`config.mk`:
```
export PLATFORM = sky130hd
export DESIGN_NAME = dmem_load_unit
export DESIGN_NICKNAME = d
export VERILOG_FILES = /design/src/rtl/dmem_load_unit.sv
export SDC_FILE = /design/constraint.sdc
export NUM_CORES = 1
export LEC_CHECK = 0
export BUFFER_PORTS_ARGS = -buffer_cell sky130_fd_sc_hd__buf_2
export CAP_MARGIN = 30
export CORE_MARGIN = 4
export CORE_UTILIZATION = 53
export CTS_CLUSTER_SIZE = 12
export DETAILED_ROUTE_END_ITERATION = 8
export PLACE_DENSITY = 0.85
export SYNTH_ARGS = -nofsm -noshare
export SYNTH_HDL_FRONTEND = slang
export SYNTH_SLANG_ARGS = --single-unit
```
`constraint.sdc`:
```
create_clock -name clk -period 2.66 [get_ports clk]
set_input_delay 0.532 -clock clk [delete_from_list [all_inputs] [get_ports clk]]
set_output_delay 0.532 -clock clk [all_outputs]
set_load 0.02 [all_outputs]
```
`src/rtl/dmem_load_unit.sv`:
```
// Read side of the byte-banked data memory: single outstanding load, lane select and extension.
// Optional DMEM_MISALIGN_TRAP_EN: misaligned half/word loads answer with rsp_err=1 and skip the banks.
module dmem_load_unit #(
  parameter int ADDR_W = 12,
  parameter int RD_LAT = 1
) (
  input  logic              clk,
  input  logic              rst,
  input  logic              req_valid,
  output logic              req_ready,
  input  logic [ADDR_W-1:0] req_addr,
  input  logic [1:0]        req_size,
  input  logic              req_unsigned,
  output logic              mem_en,
  output logic [ADDR_W-3:0] mem_addr,
  input  logic [7:0]        mem_rdata1,
  input  logic [7:0]        mem_rdata2,
  input  logic [7:0]        mem_rdata3,
  input  logic [7:0]        mem_rdata4,
  output logic              rsp_valid,
  input  logic              rsp_ready,
  output logic [31:0]       rsp_data,
  output logic              rsp_err
);

  localparam logic [1:0] S_IDLE  = 2'd0;
  localparam logic [1:0] S_ISSUE = 2'd1;
  localparam logic [1:0] S_WAIT  = 2'd2;
  localparam logic [1:0] S_RESP  = 2'd3;

  localparam logic [1:0] SZ_BYTE = 2'b00;
  localparam logic [1:0] SZ_HALF = 2'b01;
  localparam logic [1:0] SZ_WORD = 2'b10;
  localparam logic [1:0] SZ_NONE = 2'b11;

  localparam logic [2:0] LAT_LAST = 3'(RD_LAT - 1);

  logic [1:0]        r_state;
  logic [2:0]        r_cnt;
  logic [ADDR_W-3:0] r_word_addr;
  logic [1:0]        r_lane;
  logic [1:0]        r_size;
  logic              r_unsigned;
  logic [31:0]       r_rsp_data;

  logic              w_misalign;
  logic [31:0]       w_word;
  logic [15:0]       w_half;
  logic [7:0]        w_byte;
  logic [31:0]       w_load_data;

`ifdef DMEM_MISALIGN_TRAP_EN
  assign w_misalign = ((req_size == SZ_HALF) && req_addr[0]) ||
                      ((req_size == SZ_WORD) && (req_addr[1:0] != 2'b00));
`else
  assign w_misalign = 1'b0;
`endif

  always_ff @(posedge clk) begin
    if (rst) begin
      r_state     <= S_IDLE;
      r_cnt       <= '0;
      r_word_addr <= '0;
      r_lane      <= '0;
      r_size      <= '0;
      r_unsigned  <= 1'b0;
      r_rsp_data  <= '0;
    end else begin
      case (r_state)
        S_IDLE: begin
          if (req_valid) begin
            r_word_addr <= req_addr[ADDR_W-1:2];
            r_lane      <= req_addr[1:0];
            r_size      <= req_size;
            r_unsigned  <= req_unsigned;
            // No-op and trapped loads answer immediately with zero data.
            if ((req_size == SZ_NONE) || w_misalign) begin
              r_rsp_data <= '0;
              r_state    <= S_RESP;
            end else begin
              r_state    <= S_ISSUE;
            end
          end
        end
        S_ISSUE: begin
          r_cnt   <= '0;
          r_state <= S_WAIT;
        end
        S_WAIT: begin
          if (r_cnt == LAT_LAST) begin
            r_rsp_data <= w_load_data;
            r_state    <= S_RESP;
          end else begin
            r_cnt <= r_cnt + 3'd1;
          end
        end
        default: begin
          if (rsp_ready) begin
            r_state <= S_IDLE;
          end
        end
      endcase
    end
  end

`ifdef DMEM_MISALIGN_TRAP_EN
  logic r_rsp_err;

  always_ff @(posedge clk) begin
    if (rst) begin
      r_rsp_err <= 1'b0;
    end else if ((r_state == S_IDLE) && req_valid) begin
      r_rsp_err <= w_misalign;
    end
  end

  assign rsp_err = r_rsp_err;
`else
  assign rsp_err = 1'b0;
`endif

  always_comb begin
    w_word      = {mem_rdata4, mem_rdata3, mem_rdata2, mem_rdata1};
    w_half      = r_lane[1] ? w_word[31:16] : w_word[15:0];
    w_byte      = '0;
    w_load_data = '0;
    case (r_lane)
      2'd0:    w_byte = w_word[7:0];
      2'd1:    w_byte = w_word[15:8];
      2'd2:    w_byte = w_word[23:16];
      default: w_byte = w_word[31:24];
    endcase
    case (r_size)
      SZ_BYTE: w_load_data = {{24{~r_unsigned & w_byte[7]}}, w_byte};
      SZ_HALF: w_load_data = {{16{~r_unsigned & w_half[15]}}, w_half};
      SZ_WORD: w_load_data = w_word;
      default: w_load_data = '0;
    endcase
  end

  assign req_ready = (r_state == S_IDLE);
  assign mem_en    = (r_state == S_ISSUE);
  assign mem_addr  = r_word_addr;
  assign rsp_valid = (r_state == S_RESP);
  assign rsp_data  = r_rsp_data;

endmodule

```
==> results of run 1 <==
power by group:
| group | total (mW) | switching, mW | internal, mW |
|---|---|---|---|
| registers | 0.954 | 0.0705 | 0.884 |
| clock network | 0.565 | 0.257 | 0.308 |
| logic | 1.23 | 0.704 | 0.525 |
area by class of cell:
cell class	instances	area, sq um	share of cell area
flip-flops and latches	52	1041	0.3241
well taps	67	83.83	0.02610
repair buffers	101	520.5	0.1621
multi-input cells	197	1423	0.4429
clock inverters	2	38.79	0.01208
inverters	6	22.52	0.007012
clock buffers	6	82.58	0.02571
cell families after synthesis:
family,synth area share
compound gates,0.2949
fa+ha+maj,0.02868
simple gates,0.1482
mux,0.06883
buf+inv,0.06023
other cells,0.001433
flops,0.3977
flip-flops by register name, indices dropped and copies added, names as in the netlist:
register / cells
r_size: 2
r_lane: 2
r_state: 2
rsp_data: 32
r_unsigned: 1
mem_addr: 10
r_cnt: 3
cells in the final DEF (no fill, tap or decap), types with 2 or more instances in the layout:
cell type / netlist / final
sky130_fd_sc_hd__a211oi_1: 2 / 2
sky130_fd_sc_hd__a21oi_1: 19 / 18
sky130_fd_sc_hd__a221oi_1: 8 / 8
sky130_fd_sc_hd__a2bb2oi_1: 25 / 25
sky130_fd_sc_hd__a32oi_1: 2 / 2
sky130_fd_sc_hd__buf_2: 8 / 95
sky130_fd_sc_hd__buf_4: 1 / 6
sky130_fd_sc_hd__clkbuf_8: 0 / 6
sky130_fd_sc_hd__dfxtp_1: 52 / 52
sky130_fd_sc_hd__ha_1: 6 / 6
sky130_fd_sc_hd__inv_1: 6 / 6
sky130_fd_sc_hd__mux2_2: 8 / 8
sky130_fd_sc_hd__mux2i_1: 3 / 3
sky130_fd_sc_hd__nand2_1: 34 / 34
sky130_fd_sc_hd__nand3_1: 3 / 3
sky130_fd_sc_hd__nand3b_1: 8 / 8
sky130_fd_sc_hd__nor2_1: 16 / 16
sky130_fd_sc_hd__nor2b_1: 13 / 13
sky130_fd_sc_hd__o2bb2ai_1: 32 / 32
sky130_fd_sc_hd__o31a_1: 8 / 8
synth_stat cells, drive strengths merged:
master / instances
nand3: 3
nand3b: 8
a21oi: 19
mux2: 9
nand2: 34
conb: 1
mux4: 1
inv: 6
a2bb2oi: 25
o21ai: 1
buf: 12
nor2b: 13
ha: 6
nor3b: 1
nor4: 1
a211oi: 2
nand2b: 1
nor2: 16
a32oi: 2
or2: 1
o2bb2ai: 32
mux2i: 4
o31a: 8
clkbuf: 16
dfxtp: 52
a221oi: 8
and2: 1
per-layer routing:
layer,track usage,share of wire
met2,0.3776,0.47
met1,0.2761,0.43
met5,0,0
met3,0.06995,0.082
met4,0.06818,0.013
path summary, 6_finish.rpt:
| kind | from | endpoint |
|---|---|---|
| max | r_state[0] | req_ready |
| min | mem_addr[9] | mem_addr[9] |
| max reg2reg | r_state[0] | rsp_data[12] |
| min reg2reg | mem_addr[9] | mem_addr[9] |
metrics by stage:
step | hold WS, ns | instance area, sq um
after global routing | 0.4499 | 3212
after global placement | 0.4387 | 3090
after floorplan | 0.4316 | 2618
final | 0.4541 | 3212
after detailed placement | 0.4414 | 3090
after CTS | 0.4496 | 3212
tightest hold or removal path, cell delays in order, from the launching register on:
cell                      delay (ns)
sky130_fd_sc_hd__dfxtp_1        0.32
sky130_fd_sc_hd__nand2_1        0.05
sky130_fd_sc_hd__a21oi_1        0.05
==> results.sh, run 1 <==
export IMPL_irDropWorstVdd_mv=0.4705
export IMPL_clk_pin_slew_worst_paths_ns=0.09
export IMPL_cts_buffers_inserted=5
export IMPL_avgRoutedWirePerCell_um=15.42
export IMPL_cp_depth=3
export IMPL_maxClockFrequency_mhz=556.3
export IMPL_tritoncts_num_sinks=52
export IMPL_nFillCells=428
export IMPL_drt_pass1_iterations=4
export IMPL_finalSetupTns_ns=0
export IMPL_library_cell_used_as_clock_root_buffer="sky130_fd_sc_hd__clkbuf_8"
export IMPL_post_route_cells_drive_above_1_share=0.3379
export IMPL_critical_path_endpoint_type="output pin"
export IMPL_count_of_buffer_and_inverter_cells_on_the_critical_path=2
export IMPL_period_share=0.6758
export IMPL_arrival_time_of_the_worst_setup_path_ns=1.27
export IMPL_route_final_wire_length_um=6644
export IMPL_crit_path_start_kind="flop"
export IMPL_number_of_hold_violations_in_the_final_report=0
export IMPL_initial_core_util=0.5505
export IMPL_antenna_violations_before_repair=0
export IMPL_layoutNonFillerInstCount=431
export IMPL_numPlacedInstances=423
export IMPL_worst_hold_path_num_cells=2
export IMPL_cp_cell_sequence="inv_1, ha_1, buf_2"
export IMPL_buffer_ports_inserted=95
export IMPL_max_slew_worst_pin_slew_ns=0.6359
export IMPL_place_ws_ns=0.8118
export IMPL_max_cap_viol_count=0
export IMPL_fp_dieW_um=78.28
export IMPL_antennaDiodeCount=0
export IMPL_dr_total_vias=2427
export IMPL_worstPathRequired_ns=2.13
export IMPL_reg2reg_depth=7
export IMPL_timing_setup_critical_path_class="reg -> out"
export IMPL_class_of_the_tightest_hold_or_removal_check="reg -> reg"
export IMPL_via_per_inst=5.631
export IMPL_crit_family="flip-flops"
export IMPL_dp_final_hpwl_um=4882
export IMPL_ctsHoldBuffers=0
export IMPL_gp_congestion=0.8520
export IMPL_top_level_ports=97
export IMPL_design_final_nets=420
export IMPL_cpPeakStageDelay_ns=0.34
export IMPL_ys_top_cells_by_area="sky130_fd_sc_hd__dfxtp_1, sky130_fd_sc_hd__o2bb2ai_1, sky130_fd_sc_hd__a2bb2oi_1, sky130_fd_sc_hd__nand2_1, sky130_fd_sc_hd__a21oi_1"
export IMPL_grt_start_max_net_pins=33
export IMPL_power_total_mw=2.748
export IMPL_cts_setup_buffers=0
export IMPL_grt_remaining_overflow=0
export IMPL_first_global_vias=2470
export IMPL_setup_ws_ns=0.8625
export IMPL_yosys_warnings=0
export IMPL_rrSetupSlack_ns=0.87
export IMPL_grt_setup_unrepaired="false"
export IMPL_tritoncts="done"
export IMPL_die_h_um=78.28
export IMPL_drt_iter0_markers=125
export IMPL_floorplan_rows=25
export IMPL_finalCoreUtilization=0.6755
export IMPL_globalRouteTotalUtil=0.2249
export IMPL_power_density_cell_area_nw_per_um2=855.5
export IMPL_syn_mean_instance_area_sq_um=9.249
export IMPL_layout_overhead_on_the_synthesized_area_pct=22.71
export IMPL_synth_sequential_area_ratio=0.3977
export IMPL_maxSlewViolCount=0
export IMPL_postSynthNetCount=340
export IMPL_status="finished, final reports clean"
export IMPL_worstPathMaxFanout=9
export IMPL_post_cts_resized=0
export IMPL_postSynthCellCount=283
export IMPL_clock_latency_ns=0.31
export IMPL_synth_cell_types=33
export IMPL_number_of_setup_violations_in_the_final_report=0
export IMPL_post_route_drc_count=0
export IMPL_p_leak_nw=1.414
export IMPL_wire_length_of_the_first_global_routing_pass_um=11210
export IMPL_core_region_area_sq_um=4755
export IMPL_htree_num_levels=2
export IMPL_cts_path_max_buffers=2
export IMPL_design_die_area_sq_um=6127
export IMPL_ant_nets=0
export IMPL_timing_slew_headroom=0.5752
export IMPL_yosys_register_bits=52
export IMPL_critPathSlowestCell="sky130_fd_sc_hd__dfxtp_1"
export IMPL_finalClockSkew_ns=0.005718
export IMPL_final_min_clock_period_ns=1.798
export IMPL_syn_cell_area_sq_um=2618
export IMPL_synth_top_cell_area_share=0.3977
export IMPL_synth_largest_area_cell="sky130_fd_sc_hd__dfxtp_1"
Note: power is estimated with default switching activity, not from simulation.
==> run 2, diff against run 1 <==
Settings changed: CORE_UTILIZATION 53 to 44, PLACE_DENSITY 0.85 to 0.75.
Clock period 2.66 ns to 1.6 ns, I/O delays scaled along.
==> run 2 against run 1 <==
Effect of this change:
- sequential power grew 68%
- combinational power rose by 110%
- global-route usage is 3.0 points lower
- worst hold slack worse by 0.22 ns
- critical path type unchanged
==> results.sh, run 2 (synthesis gave the netlist of run 1 again) <==
export IMPL_status="finished, final reports clean"
export IMPL_count_of_buffer_and_inverter_cells_on_the_critical_path=2
export IMPL_design_final_nets=437
export IMPL_route_final_wire_length_um=7285
export IMPL_crit_path_start_kind="flop"
export IMPL_number_of_hold_violations_in_the_final_report=0
export IMPL_globalRouteTotalUtil=0.1948
export IMPL_period_share=0.9628
export IMPL_cts_path_max_buffers=2
export IMPL_antenna_violations_before_repair=0
export IMPL_power_density_cell_area_nw_per_um2=1398
export IMPL_antennaDiodeCount=0
export IMPL_worst_r2r_startpoint="r_lane[1]"
export IMPL_arrival_time_of_the_worst_setup_path_ns=1.22
export IMPL_tritoncts="done"
export IMPL_numPlacedInstances=443
export IMPL_die_h_um=85.13
export IMPL_area_of_combinational_cells_with_multiple_inputs_sq_um=1554
export IMPL_place_ws_ns=-0.03676
export IMPL_wire_length_of_the_first_global_routing_pass_um=11670
export IMPL_final_min_clock_period_ns=1.540
export IMPL_worst_setup_sp="r_state[0]"
export IMPL_core_region_area_sq_um=5642
export IMPL_worstPathMaxFanout=4
export IMPL_grt_remaining_overflow=0
export IMPL_dr_total_vias=2513
export IMPL_area_sequential_sq_um=1052
export IMPL_dp_final_hpwl_um=5215
export IMPL_fp_dieW_um=85.13
export IMPL_timing_setup_critical_path_class="reg -> out"
export IMPL_cpPeakStageDelay_ns=0.35
export IMPL_max_slew_worst_pin_slew_ns=0.5114
export IMPL_tritoncts_num_sinks=52
export IMPL_cts_buffers_inserted=5
export IMPL_top_level_ports=97
export IMPL_avgRoutedWirePerCell_um=16.08
export IMPL_grt_start_max_net_pins=33
export IMPL_critical_path_endpoint_type="output pin"
export IMPL_largest_reg_flops=32
export IMPL_gp_congestion=0.8076
export IMPL_top_library_cells_by_usage_in_the_layout_fill_and_taps_aside="sky130_fd_sc_hd__buf_2, sky130_fd_sc_hd__dfxtp_1, sky130_fd_sc_hd__nand2_1"
export IMPL_number_of_setup_violations_in_the_final_report=0
export IMPL_first_global_vias=2472
export IMPL_maxClockFrequency_mhz=649.2
export IMPL_post_route_cells_drive_above_1_share=0.4304
export IMPL_finalClockSkew_ns=0.01054
export IMPL_timing_slew_headroom=0.6587
export IMPL_min_from="req_addr[5]"
export IMPL_htree_num_levels=2
export IMPL_class_of_the_tightest_hold_or_removal_check="in -> reg"
export IMPL_via_per_inst=5.547
export IMPL_most_common_cell_after_layout_fill_and_taps_aside="sky130_fd_sc_hd__buf_2"
export IMPL_max_cap_viol_count=0
export IMPL_worstPathRequired_ns=1.28
export IMPL_ant_nets=0
export IMPL_grt_setup_unrepaired="false"
export IMPL_cp_cell_sequence="buf_4, ha_1, buf_2"
export IMPL_floorplan_rows=27
export IMPL_maxSlewViolCount=0
export IMPL_layout_overhead_on_the_synthesized_area_pct=34.85
export IMPL_clk_pin_slew_worst_paths_ns=0.09
export IMPL_post_route_drc_count=0
export IMPL_critPathSlowestCell="sky130_fd_sc_hd__dfxtp_1"
export IMPL_nFillCells=489
export IMPL_p_leak_nw=1.549
export IMPL_layoutNonFillerInstCount=453
export IMPL_setup_ws_ns=0.05954
export IMPL_initial_core_util=0.4640
export IMPL_library_cell_used_as_clock_root_buffer="sky130_fd_sc_hd__clkbuf_8"
export IMPL_clock_latency_ns=0.31
export IMPL_irDropWorstVdd_mv=1.164
export IMPL_drt_pass1_iterations=4
export IMPL_crit_family="flip-flops"
export IMPL_drt_iter0_markers=150
export IMPL_buffer_ports_inserted=95
export IMPL_design_die_area_sq_um=7247
## run 2: cell count changes in the layout (fill, tap and decap cells not counted), sizes merged
cell and delta:
buf +16, clkinv +2, bufinv -1
## run 2: area by class of cell
cell class                 count  share of cell area
inverter                       6            0.006381
clock buffer                   5             0.01950
tap                           72             0.02552
sequential                    52              0.2981
timing repair buffer         118              0.2049
clock inverter                 3            0.005317
multi-input combinational    197              0.4403
## run 2: report_power, final
part | switching (mW) | internal, mW
combinational | 1.37 | 1.21
clock | 0.445 | 0.306
sequential | 0.119 | 1.48
total | 1.93 | 3.00
## run 2: per-stage QoR
| step | total power, mW | setup TNS [ns] | hold slack (ns) | util | cell area [sq um] |
|---|---|---|---|---|---|
| CTS | 4.707 | 0 | 0.2316 | 0.5984 | 3376 |
| global route | 5.250 | 0 | 0.2245 | 0.6256 | 3530 |
| floorplan | 3.242 | 0 | 0.4316 | - | 2630 |
| detailed placement | 3.931 | -0.5057 | 0.4420 | 0.5800 | 3272 |
| global placement | 3.886 | 0 | 0.4382 | 0.5800 | 3272 |
| finish | 4.935 | 0 | 0.2367 | 0.6256 | 3530 |
## run 2: path summary, 6_finish.rpt
kind	to	slack, ns	cells past startpoint
max	mem_en	0.06	3
min	mem_addr[3]	0.24	3
max reg2reg	rsp_data[24]	0.06	6
min reg2reg	mem_addr[6]	0.45	2
## run 2: worst reg2reg max path: stages, from the launching register on
cell and delay [ns]:
sky130_fd_sc_hd__dfxtp_4 0.37, sky130_fd_sc_hd__buf_4 0.14, sky130_fd_sc_hd__mux2_4 0.32, sky130_fd_sc_hd__mux2i_4 0.17
sky130_fd_sc_hd__buf_12 0.17, sky130_fd_sc_hd__a2bb2oi_1 0.20, sky130_fd_sc_hd__o2bb2ai_1 0.08
## run 2: timing repair
action / in CTS / in global routing
buffers inserted: 0 / 0
gates cloned: 0 / 2
endpoints found under the setup margin: 32 / 35
gates resized for setup: 5 / 28
pin swaps: 0 / 3
hold buffers: 0 / 0
## run 2: metal layers
metal	up-vias	wire length [um]	global-route usage
met3	9	542	0.05437
li1	1234	-	-
met2	82	3338	0.3206
met1	1188	3287	0.2499
met4	0	117	0.05324
met5	-	0	0
==> run 3, diff against run 2 <==
--- a/config.mk
+++ b/config.mk
@@ -14,2 +14,3 @@
 export PLACE_DENSITY = 0.75
+export SLEW_MARGIN = 20
 export SYNTH_ARGS = -nofsm -noshare
==> constraint.sdc (replaced) <==
create_clock -name clk -period 1.6 [get_ports clk]
set_input_delay 0.16 -clock clk [delete_from_list [all_inputs] [get_ports clk]]
set_output_delay 0.16 -clock clk [all_outputs]
set_load 0.02 [all_outputs]
==> run 3 against run 2 <==
Effect of this change:
- register-to-register slack is essentially flat
- design area shrank 1.9%
- largest power group unchanged
- fmax grew 0.65%
- via count shrank 1.2%
- largest cell class unchanged
==> results.sh, run 3 (synthesis gave the netlist of run 1 again) <==
export IMPL_most_common_cell_after_layout_fill_and_taps_aside="sky130_fd_sc_hd__buf_2"
export IMPL_drt_pass1_iterations=4
export IMPL_setup_ws_ns=0.06943
export IMPL_dr_total_vias=2482
export IMPL_critical_path_endpoint_type="flop"
export IMPL_netSwitchingPower_mw=1.868
export IMPL_buffer_ports_inserted=95
export IMPL_maxSlewViolCount=0
export IMPL_design_final_nets=435
export IMPL_grt_setup_unrepaired="true"
export IMPL_layout_overhead_on_the_synthesized_area_pct=32.31
export IMPL_fp_dieW_um=85.13
export IMPL_antenna_violations_before_repair=0
export IMPL_ant_nets=0
export IMPL_power_density_cell_area_nw_per_um2=1402
export IMPL_clock_latency_ns=0.31
export IMPL_crit_path_start_kind="flop"
export IMPL_grt_start_max_net_pins=33
export IMPL_maxClockFrequency_mhz=653.4
export IMPL_cts_buffers_inserted=5
export IMPL_initial_core_util=0.4640
export IMPL_post_route_cells_drive_above_1_share=0.4169
export IMPL_tritoncts_num_sinks=52
export IMPL_avgRoutedWirePerCell_um=15.73
export IMPL_worstPathMaxFanout=16
export IMPL_worstPathRequired_ns=1.79
export IMPL_max_cap_viol_count=0
export IMPL_clk_pin_slew_worst_paths_ns=0.09
export IMPL_irDropWorstVdd_mv=1.117
export IMPL_final_min_clock_period_ns=1.531
export IMPL_area_sequential_sq_um=1049
export IMPL_finalClockSkew_ns=0.01112
export IMPL_cts_path_max_buffers=2
export IMPL_nFillCells=527
export IMPL_place_ws_ns=-0.07647
export IMPL_clock_power_share=0.164
export IMPL_die_h_um=85.13
export IMPL_top_library_cells_by_usage_in_the_layout_fill_and_taps_aside="sky130_fd_sc_hd__buf_2, sky130_fd_sc_hd__dfxtp_1, sky130_fd_sc_hd__nand2_1"
export IMPL_design_die_area_sq_um=7247
export IMPL_number_of_setup_violations_in_the_final_report=0
export IMPL_netSwitchingFraction=0.3848
export IMPL_power_combinational_fraction=0.507
export IMPL_power_total_mw=4.856
export IMPL_first_global_vias=2459
export IMPL_status="finished, final reports clean"
export IMPL_grt_remaining_overflow=0
export IMPL_drt_iter0_markers=104
export IMPL_antennaDiodeCount=0
export IMPL_post_route_drc_count=0
export IMPL_number_of_hold_violations_in_the_final_report=0
export IMPL_largest_reg_flops=32
export IMPL_top_level_ports=97
export IMPL_tritoncts="done"
export IMPL_arrival_time_of_the_worst_setup_path_ns=1.73
export IMPL_ctsHoldBuffers=0
export IMPL_core_region_area_sq_um=5642
export IMPL_area_of_combinational_cells_with_multiple_inputs_sq_um=1523
export IMPL_p_leak_nw=1.524
export IMPL_floorplan_rows=27
export IMPL_finalCoreUtilization=0.6139
export IMPL_timing_setup_critical_path_class="reg -> reg"
export IMPL_class_of_the_tightest_hold_or_removal_check="in -> reg"
export IMPL_via_per_inst=5.503
export IMPL_internal_power_mw=2.987
export IMPL_library_cell_used_as_clock_root_buffer="sky130_fd_sc_hd__clkbuf_8"
export IMPL_period_share=0.9566
export IMPL_dp_final_hpwl_um=5234
export IMPL_wire_length_of_the_first_global_routing_pass_um=11640
export IMPL_globalRouteTotalUtil=0.1925
export IMPL_route_final_wire_length_um=7096
export IMPL_pwr_share_seq=0.329
export IMPL_htree_num_levels=2
export IMPL_gp_congestion=0.8099
==> run 3: cell count changes in the layout (fill, tap and decap cells not counted), sizes merged <==
cell    previous run  this run
clkinv             3         1
inv                6         7
buf              117       116
==> run 3: worst paths after layout <==
check,from,endpoint,slack [ns],depth (start not counted)
setup / recovery,r_lane[1],rsp_data[17],0.07,6
hold / removal,req_addr[9],mem_addr[7],0.09,3
setup reg to reg,r_lane[1],rsp_data[17],0.07,6
hold reg to reg,mem_addr[6],mem_addr[6],0.45,2
==> run 3: layout make-up <==
type                            count  area share
Clock buffer                        6     0.02384
Clock inverter                      2    0.003974
Inverter                            6    0.006503
Multi-Input combinational cell    197      0.4397
Sequential cell                    52      0.3027
Tap cell                           72     0.02601
Timing Repair Buffer              116      0.1973
==> run 3: routing by layer <==
metal,wire length (um),vias up,global-route usage
met4,52,0,0.04604
met2,3450,90,0.3206
met1,3042,1158,0.2473
met3,551,4,0.05243
li1,-,1230,-
met5,0,-,0
==> run 3: critical path, cell delays in order, from the launching register on <==
cell	delay, ns
sky130_fd_sc_hd__dfxtp_2	0.37
sky130_fd_sc_hd__buf_4	0.13
sky130_fd_sc_hd__mux2_4	0.33
sky130_fd_sc_hd__mux2i_4	0.17
sky130_fd_sc_hd__buf_12	0.16
sky130_fd_sc_hd__a2bb2oi_1	0.20
sky130_fd_sc_hd__o2bb2ai_2	0.07
==> run 3: stage by stage <==
stage                     instances   TNS, ns  hold slack (ns)  cell area (sq um)
final                           451         0          0.08865               3463
after global routing            451  -0.03873          0.07637               3463
after CTS                       450         0          0.07636               3376
after detailed placement        442    -1.214           0.4067               3264
after global placement          442         0           0.3999               3264
after floorplan                 283         0           0.2960               2630
==> run 3: timing repair <==
action | 4_1_cts | 5_1_grt
setup endpoints to repair | 32 | 34
gates cloned | 0 | 0
setup buffers | 0 | 1
gates resized for setup | 4 | 18
==> run 3: power groups by stage <==
stage	Sequential [mW]	Combinational, mW	Clock (mW)
after floorplan	1.74	1.50	0
after global placement	1.60	2.29	0
after detailed placement	1.60	2.34	0
after CTS	1.58	2.36	0.814
after global routing	1.63	2.70	0.869
final	1.60	2.46	0.794
